<file path="config.mk">
export PLATFORM = sky130hd
export DESIGN_NAME = disp_scan_ctrl
export DESIGN_NICKNAME = d
export VERILOG_FILES = /design/src/rtl/disp_scan_ctrl_pkg.sv /design/src/rtl/disp_scan_ctrl_hex7seg.sv /design/src/rtl/disp_scan_ctrl.sv
export SDC_FILE = /design/constraint.sdc
export NUM_CORES = 1
export LEC_CHECK = 0
export ABC_CLOCK_PERIOD_IN_PS = 3400
export BUFFER_PORTS_ARGS = -buffer_cell sky130_fd_sc_hd__buf_4
export CAP_MARGIN = 20
export CELL_PAD_IN_SITES_DETAIL_PLACEMENT = 1
export CELL_PAD_IN_SITES_GLOBAL_PLACEMENT = 1
export CORE_MARGIN = 3
export CORE_UTILIZATION = 39
export DETAILED_ROUTE_END_ITERATION = 8
export HOLD_SLACK_MARGIN = 0.05
export PLACE_DENSITY = 0.82
export SYNTH_ARGS = -nofsm -noshare
export SYNTH_HDL_FRONTEND = slang
export SYNTH_SLANG_ARGS = --single-unit
</file>
<file path="constraint.sdc">
create_clock -name clk -period 3.4 [get_ports clk]
set_input_delay 0 -clock clk [delete_from_list [all_inputs] [get_ports clk]]
set_output_delay 0 -clock clk [all_outputs]
set_load 0.02 [all_outputs]
</file>
<file path="src/rtl/disp_scan_ctrl_pkg.sv">
// Shared definitions for the display scan controller: state encodings,
// blank segment pattern and the active-low hex-to-7-segment table.
package disp_scan_ctrl_pkg;

    typedef enum logic [1:0] {
        IDLE  = 2'd0,
        BLANK = 2'd1,
        SHOW  = 2'd2
    } state_t;

    localparam logic [6:0] SEG_OFF = 7'h7F;

    // Segments {g,f,e,d,c,b,a}, active-low; element k holds the pattern for hex value k.
    localparam logic [15:0][6:0] SEG_TBL = {
        7'h0E, 7'h06, 7'h21, 7'h46,   // F E D C
        7'h03, 7'h08, 7'h10, 7'h00,   // B A 9 8
        7'h78, 7'h02, 7'h12, 7'h19,   // 7 6 5 4
        7'h30, 7'h24, 7'h79, 7'h40    // 3 2 1 0
    };

endpackage

</file>
<file path="src/rtl/disp_scan_ctrl_hex7seg.sv">
// Combinational 4-bit hex value to active-low 7-segment decoder.
module hex7seg
    import disp_scan_ctrl_pkg::*;
(
    input  logic [3:0] hex,
    output logic [6:0] seg
);

    always_comb begin
        seg = SEG_TBL[hex];
    end

endmodule

</file>
<file path="src/rtl/disp_scan_ctrl.sv">
// Time-multiplexed display scan controller with blanking gap between digits.
// Optional per-slot brightness (PWM on the anode) when DISP_SCAN_BRIGHT_EN is defined.
module disp_scan_ctrl
    import disp_scan_ctrl_pkg::*;
#(
    parameter int DIG_W     = 2,
    parameter int SHOW_CYC  = 50000,
    parameter int BLANK_CYC = 64,
    localparam int N_DIG    = 2 ** DIG_W
) (
    input  logic               clk,
    input  logic               rst,
    input  logic               en,
    input  logic [4*N_DIG-1:0] digits,
    input  logic [N_DIG-1:0]   dp,
`ifdef DISP_SCAN_BRIGHT_EN
    input  logic [3:0]         bright,
`endif
    output logic [N_DIG-1:0]   an,
    output logic [6:0]         seg,
    output logic               dp_o,
    output logic [DIG_W-1:0]   idx
);

    localparam int MAX_CYC = (SHOW_CYC > BLANK_CYC) ? SHOW_CYC : BLANK_CYC;
    localparam int CNT_W   = (MAX_CYC > 1) ? $clog2(MAX_CYC) : 1;

    localparam logic [CNT_W-1:0] BLANK_LAST = CNT_W'(BLANK_CYC - 1);
    localparam logic [CNT_W-1:0] SHOW_LAST  = CNT_W'(SHOW_CYC - 1);

    state_t             state_q, state_d;
    logic [CNT_W-1:0]   cnt_q, cnt_d;
    logic [DIG_W-1:0]   idx_d;
    logic [4:0]         snap_q, snap_d;
    logic               load;
    logic [6:0]         dec_seg;
    logic [N_DIG-1:0]   an_d;
    logic [6:0]         seg_d;
    logic               dp_d;
    logic               lit;

`ifdef DISP_SCAN_BRIGHT_EN
    logic [3:0]         bright_q, bright_d;
    logic [31:0]        on_cyc;
`endif

    always_ff @(posedge clk or posedge rst) begin
        if (rst) begin
            state_q <= IDLE;
            cnt_q   <= '0;
            idx     <= '0;
            snap_q  <= '0;
            an      <= '1;
            seg     <= SEG_OFF;
            dp_o    <= 1'b1;
        end else begin
            state_q <= state_d;
            cnt_q   <= cnt_d;
            idx     <= idx_d;
            snap_q  <= snap_d;
            an      <= an_d;
            seg     <= seg_d;
            dp_o    <= dp_d;
        end
    end

`ifdef DISP_SCAN_BRIGHT_EN
    always_ff @(posedge clk or posedge rst) begin
        if (rst) begin
            bright_q <= '0;
        end else begin
            bright_q <= bright_d;
        end
    end
`endif

    // Next state, counter and digit index
    always_comb begin
        state_d = state_q;
        cnt_d   = cnt_q;
        idx_d   = idx;
        load    = 1'b0;
        if (en) begin
            state_d = IDLE;
            cnt_d   = '0;
            idx_d   = '0;
        end else begin
            case (state_q)
                IDLE: begin
                    state_d = BLANK;
                    cnt_d   = '0;
                    idx_d   = '0;
                    load    = 1'b1;
                end
                BLANK: begin
                    if (cnt_q == BLANK_LAST) begin
                        state_d = SHOW;
                        cnt_d   = '0;
                    end else begin
                        cnt_d = cnt_q + CNT_W'(1);
                    end
                end
                SHOW: begin
                    if (cnt_q == SHOW_LAST) begin
                        state_d = BLANK;
                        cnt_d   = '0;
                        idx_d   = idx + DIG_W'(1);
                        load    = 1'b1;
                    end else begin
                        cnt_d = cnt_q + CNT_W'(1);
                    end
                end
                default: begin
                    state_d = IDLE;
                    cnt_d   = '0;
                    idx_d   = '0;
                end
            endcase
        end
    end

    // Snapshot of the upcoming digit, taken only on BLANK entry
    always_comb begin
        snap_d = snap_q;
        if (load) begin
            snap_d = {dp[idx_d], digits[int'(idx_d) * 4 +: 4]};
        end
    end

    // Decoder sits on the snapshot's D side so seg registers on the same edge as the snapshot.
    hex7seg u_hex7seg (
        .hex (snap_d[3:0]),
        .seg (dec_seg)
    );

`ifdef DISP_SCAN_BRIGHT_EN
    always_comb begin
        bright_d = load ? bright : bright_q;
        on_cyc   = ((32'(bright_d) + 32'd1) * 32'(SHOW_CYC)) >> 4;
        lit      = (32'(cnt_d) < on_cyc);
    end
`else
    always_comb begin
        lit = 1'b1;
    end
`endif

    // Registered outputs follow the next state so they change on the same edge
    always_comb begin
        an_d  = '1;
        seg_d = SEG_OFF;
        dp_d  = 1'b1;
        if (state_d != IDLE) begin
            seg_d = dec_seg;
            dp_d  = ~snap_d[4];
            if (state_d == SHOW && lit) begin
                an_d[idx_d] = 1'b0;
            end
        end
    end

endmodule

</file>
==> flow_summary.ini, run 1 <==
[floorplanning]
dieArea_mm2 = 0.00688
rows = 27
die_w_um = 82.9
die_h_um = 82.9
core-area_mm2 = 0.00561
start_util_pct = 41.2
ioPinCount = 37

[critical_path]
critPathTopFamily = simple AND/OR/NAND/NOR gates
critPathMaxStageDelay_ns = 0.56
endpoint_kind = register
setup.worst_path.start_class = register
crit_top_cell = buf_4
ff2ff_setup_slack_ns = -0.09
crit_buf_inv = 3
arrival_ns = 3.72
crit_fanout = 5
crit_chain = or4_4 > nor4_4 > buf_4 > mux2i_4 > nor2_2 > inv_2 > mux2_4 > a221oi_4 > buf_4 > ha_4 > nor3_4 > a211oi_2 > a311o_1
critPathKind = register to register
cp_slowest_cell = or4_4
cp.required_ns = 3.63

[power_and_ir_drop]
power_density_mw_per_mm2 = 417
power_leakage_nw = 1.33
peakVddDrop_mv = 0.213
total_power_mw = 1.31

[cts]
cts_made_buffers = 5
clkLatencyLatePin_ns = 0.30
ctsRootBufferMaster = clkbuf_8
ctsLongestPathBuffers = 2
cts.sinks = 37
path_clk_slew_ns = 0.08
htreeDepth = 2
cts_tree = built

[timing]
finalHoldViolCount = 0
fin_ws_ns = -0.0897
worst_slew_pin_slew_ns = 0.770
clock_skew_ns = 0.0115
timing.fmax_mhz = 287
post-route-period-util_pct = 103
grt_setup_unrepaired = true
drv_slew = 0
fin_crit_ns = 3.49
setup_viol = 5
slew_headroom_pct = 47.3

[outcome]
outcome = finished, violations left
violations = setup timing

[drt]
postRouteAntennaNets = 0
routed_wl_um = 7590
vias = 2156
wl_per_cell_um = 20.0
drc = 0
drt_iter0_drc = 120
avgViaCountPerCell = 5.67
firstDrtPassIters = 4

[yosys]
synth_ff_type = dfrtp_1
syn_nets = 277
syn-cell-area_mm2 = 0.00231
synth_top_cell_by_area = dfrtp_1
synth_warnings = 0
async_flop_share_pct = 100
postSynthCellCount = 243
synth-edff-count = 0
synth.top_cell.area_share_pct = 27.1
synth_area_per_cell_um2 = 9.50
synth.area.top_cells = dfrtp_1, dfstp_2, ha_1
seq_area_frac_synth_pct = 40.8
synth.distinct_cells = 60
ys_ff_latch = 37

[grt]
grt_max_degree = 28
grt_pass1_vias = 2270
grt-ovfl-total = 0
track_usage_pct = 20.8
grt_pass1_wl_um = 11800
antenna_found_initial = 0

[flow_run]
timing.max_cap.violations = 0

[cells_and_area]
diodes = 0
drive_above_1_share_pct = 40.6
layout_commonest_cell = buf_4
area_delta_synth_final_pct = 36.4
fill_cells = 635
layout_common_cells = buf_4, nor2_1, dfrtp_1
final_cells = 380
fin_nets = 341

[placed_design]
io_buffer_count = 36
gp_congestion = 0.851
post-place-ws_ns = -0.0742
placedCellCount = 361
hpwl_um = 5140

[worst_hold_path]
hp-class = primary input to register
[flip-flops by register name, indices dropped and copies added (netlist names)]
| signal | count |
|---|---|
| idx | 2 |
| state_q | 2 |
| an | 4 |
| dp_o | 1 |
| snap_q | 5 |
| seg | 7 |
| cnt_q | 16 |
[per-stage QoR]
stage	area [um^2]	hold slack [ns]	setup TNS, ns	util [%]
3_3_place_gp	2790	0.280	0	49.7
2_1_floorplan	2320	0.115	0	-
3_5_place_dp	2790	0.294	-0.192	49.7
5_1_grt	3150	0.171	-1.19	56.1
4_1_cts	2940	0.112	0	52.4
6_report	3150	0.136	-0.296	56.1
[synthesized netlist by cell type (2+ instances only)]
master,count
o32ai_1,2
dfrtp_1,25
xor2_1,6
o221ai_1,4
nand4_1,8
a21oi_1,9
clkbuf_1,5
nand3_1,8
nor3_1,6
mux2i_1,6
a31o_2,2
inv_2,5
a211oi_1,3
o21ai_0,8
nor2_2,2
o21ai_1,2
nand2_1,16
dfstp_2,12
and2_1,4
nand2b_1,5
a31oi_1,3
inv_1,11
a21o_1,2
nor2b_1,3
ha_1,11
nand4b_1,2
nor2_1,26
buf_1,2
and3_1,4
mux2_2,4
or3_1,3
xnor2_1,6
[tightest hold or removal path, stage by stage]
cell and delay, ns:
buf_4 0.08, a222oi_1 0.06, o21ai_1 0.25
[metal layers]
metal  vias up  GRT usage, %  routed length, um
li1       1001             -                  -
met1      1077          28.0               3290
met2        61          34.0               3760
met3        17          2.98                312
met4         0          7.28                225
met5         -             0                  0
[kinds of logic after synthesis]
logic type | count (synthesis) | synth area share [%]
DFF | 37 | 40.8
and+or+nand+nor | 98 | 23.0
adders and majority gates | 11 | 5.96
AOI/OAI and AO/OA | 50 | 16.6
xor gates and xnor gates | 12 | 4.55
buffers and inverters | 24 | 3.96
muxes | 11 | 5.20
[path summary, 6_finish.rpt]
| kind | startpoint | end | cells after the start |
|---|---|---|---|
| max in group asynchronous | rst | an[0]$_DFF_PP1_ | 5 |
| hold / removal | dp[1] | snap_q[4]$_DFF_PP0_ | 3 |
| setup / recovery | cnt_q[11]$_DFF_PP0_ | seg[1]$_DFF_PP1_ | 13 |
| setup reg to reg | cnt_q[11]$_DFF_PP0_ | seg[1]$_DFF_PP1_ | 13 |
| hold reg to reg | cnt_q[0]$_DFF_PP0_ | cnt_q[0]$_DFF_PP0_ | 1 |
| min in group asynchronous | rst | cnt_q[1]$_DFF_PP0_ | 3 |
[area by class of cell]
type,instances,area (um^2),share of cell area [%]
Clock buffer,5,68.8,2.19
Clock inverter,3,65.1,2.07
Inverter,16,60.1,1.91
Multi-Input combinational cell,182,1410,44.7
Sequential cell,37,941,29.9
Tap cell,72,90.1,2.86
Timing Repair Buffer,65,517,16.4
[power by group]
group | switching [mW] | internal (mW) | leakage [nW]
sequential | 0.0154 | 0.481 | 0.461
clock | 0.176 | 0.292 | 0.0681
combinational | 0.203 | 0.146 | 0.797
total | 0.394 | 0.918 | 1.33
[timing repair]
action	in CTS	in global routing
endpoints found under the hold margin	18	0
cloned	0	0
resized for setup	0	25
setup buffers	0	8
endpoints found under the setup margin	5	7
hold buffers	2	0
pin swaps	1	14
No activity file was read; power rests on OpenSTA's default activity.
==> inputs of run 2 (changes only) <==
Settings changed: ABC_CLOCK_PERIOD_IN_PS 3400 to 3150.
Clock period 3.4 ns to 3.15 ns, I/O delays scaled along.
==> run 2 against run 1 <==
Net effect:
- combinational power increased by 15%
- non-clock buffer count increased by 20
- largest cell class unchanged
- critical endpoint is now seg[0]$_DFF_PP1_
- design area increased by 4.0%
- sequential share of layout area decreased by 1.1 points
- via count increased by 8.8%
- global-route usage increased by 1.8 points
- fmax increased by 4.2%
- critical path depth decreased by 2
- sequential power increased by 7.3%
- the flow still finishes with violations (setup timing)
==> flow_summary.ini, run 2 (synthesis gave the netlist of run 1 again) <==
[outcome]
outcome = finished, violations left
violations = setup timing

[power_and_ir_drop]
total_power_mw = 1.28
power_leakage_nw = 1.41
power_switching_mw = 0.410
peakVddDrop_mv = 0.259
power_density_mw_per_mm2 = 391
clkPwrFrac_pct = 27.2
internal_power_mw = 0.869
pwr-share-seq_pct = 41.6
p_comb_share_pct = 31.2
switching_share_pct = 32.1

[drt]
wl_per_cell_um = 21.3
postRouteAntennaNets = 0
drc = 0
avgViaCountPerCell = 5.87
firstDrtPassIters = 5
drt_iter0_drc = 161
vias = 2346
routed_wl_um = 8500

[timing]
grt_setup_unrepaired = true
fin_ws_ns = -0.199
clock_skew_ns = 0.00337
timing.fmax_mhz = 299
worst_slew_pin_slew_ns = 0.684
finalHoldViolCount = 0
tns_ns = -0.599
post-route-period-util_pct = 106
slew_headroom_pct = 54.4
drv_slew = 0
setup_viol = 7
fin_crit_ns = 3.35

[worst_hold_path]
hp-class = primary input to register
hold_start = en
min_path_cells = 3
holdPathEnd = state_q[0]$_DFF_PP0_

[cts]
clkLatencyLatePin_ns = 0.29
ctsRootBufferMaster = clkbuf_8
cts.sinks = 37
path_clk_slew_ns = 0.07
cts_made_buffers = 5
htreeDepth = 2
cts_tree = built
ctsLongestPathBuffers = 2

[critical_path]
ff2ff_path_depth = 11
setup.worst_path.start_class = register
cp.required_ns = 3.35
worstReg2RegEnd = seg[0]$_DFF_PP1_
critPathKind = register to register
crit_fanout = 3
ff2ff_setup_slack_ns = -0.20
arrival_ns = 3.55
reg2reg_from = cnt_q[7]$_DFF_PP0_
endpoint_kind = register

[placed_design]
io_buffer_count = 36
hpwl_um = 5160
placedCellCount = 375
gp_congestion = 0.940

[cells_and_area]
regMostFlops = cnt_q
fill_cells = 638
layout_common_cells = buf_4, nor2_1, dfrtp_1
reg_top3 = cnt_q: 16 flops, seg: 7 flops, snap_q: 5 flops
fin_nets = 361
diodes = 0
area_delta_synth_final_pct = 41.8
drive_above_1_share_pct = 43.9
seq_area_um2 = 941
final_cells = 400
largest_register_ffs = 16
multiInputGateArea_mm2 = 0.00143
layout_commonest_cell = buf_4

[floorplanning]
core-area_mm2 = 0.00561
rows = 27
dieArea_mm2 = 0.00688
ioPinCount = 37
die_h_um = 82.9
die_w_um = 82.9
start_util_pct = 41.2

[grt]
grt_pass1_vias = 2438
grt_pass1_wl_um = 12600
grt-ovfl-total = 0
antenna_found_initial = 0
grt_max_degree = 28
track_usage_pct = 22.6

[flow_run]
timing.max_cap.violations = 0
[run 2: how the worst max path moves through the flow]
stage,from,end,slack [ns]
floorplan,cnt_q[13]$_DFF_PP0_,seg[1]$_DFF_PP1_,-0.22
global placement,cnt_q[13]$_DFF_PP0_,seg[1]$_DFF_PP1_,-0.07
CTS,cnt_q[7]$_DFF_PP0_,seg[1]$_DFF_PP1_,-0.02
detailed placement,cnt_q[13]$_DFF_PP0_,seg[1]$_DFF_PP1_,-0.21
finish,cnt_q[7]$_DFF_PP0_,seg[0]$_DFF_PP1_,-0.20
global route,cnt_q[0]$_DFF_PP0_,seg[0]$_DFF_PP1_,-0.30
[run 2: cell type report]
class	count	area share (%)
timing repair buffer	85	20.3
clock buffer	8	2.75
sequential	37	28.7
tap	72	2.75
multi-input combinational	182	43.6
inverter	16	1.83
[run 2: metrics by stage]
step           hold slack [ns]  instance area, um^2  setup WS [ns]  utilization (%)
2_1_floorplan            0.115                 2330         -0.217                -
3_3_place_gp             0.309                 2900        -0.0709             51.7
3_5_place_dp             0.316                 2900         -0.209             51.7
4_1_cts                 0.0566                 3120        -0.0195             55.7
5_1_grt                 0.0816                 3270         -0.303             58.4
6_report                0.0899                 3270         -0.199             58.4
[run 2: worst max-delay path, stage by stage (launching register included)]
cell,delay [ns]
dfrtp_1,0.38
or4_4,0.57
or4_4,0.55
o21ai_2,0.23
o41ai_4,0.15
a2111oi_4,0.32
a221oi_4,0.09
buf_4,0.17
buf_4,0.13
ha_1,0.19
nor4_1,0.38
nor3_1,0.10
[run 2: power by group through the flow]
stage / combinational (mW) / sequential (mW) / clock (mW)
3_3_place_gp: 0.317 / 0.538 / 0
5_1_grt: 0.428 / 0.535 / 0.374
4_1_cts: 0.343 / 0.530 / 0.357
6_report: 0.399 / 0.532 / 0.348
2_1_floorplan: 0.168 / 0.564 / 0
3_5_place_dp: 0.328 / 0.538 / 0
[run 2: layer usage]
layer	global-route usage [%]	share of wire [%]
met5	0	0
met2	37.7	50
met4	6.69	3.4
met3	4.07	5.2
met1	29.7	41
[run 2: repair_timing]
action                                 CTS  global route
pin swaps                               10             9
resized for setup                       11            15
hold buffers                             1             0
setup endpoints to repair                7             7
buffers inserted                         9             6
endpoints found under the hold margin   25             0
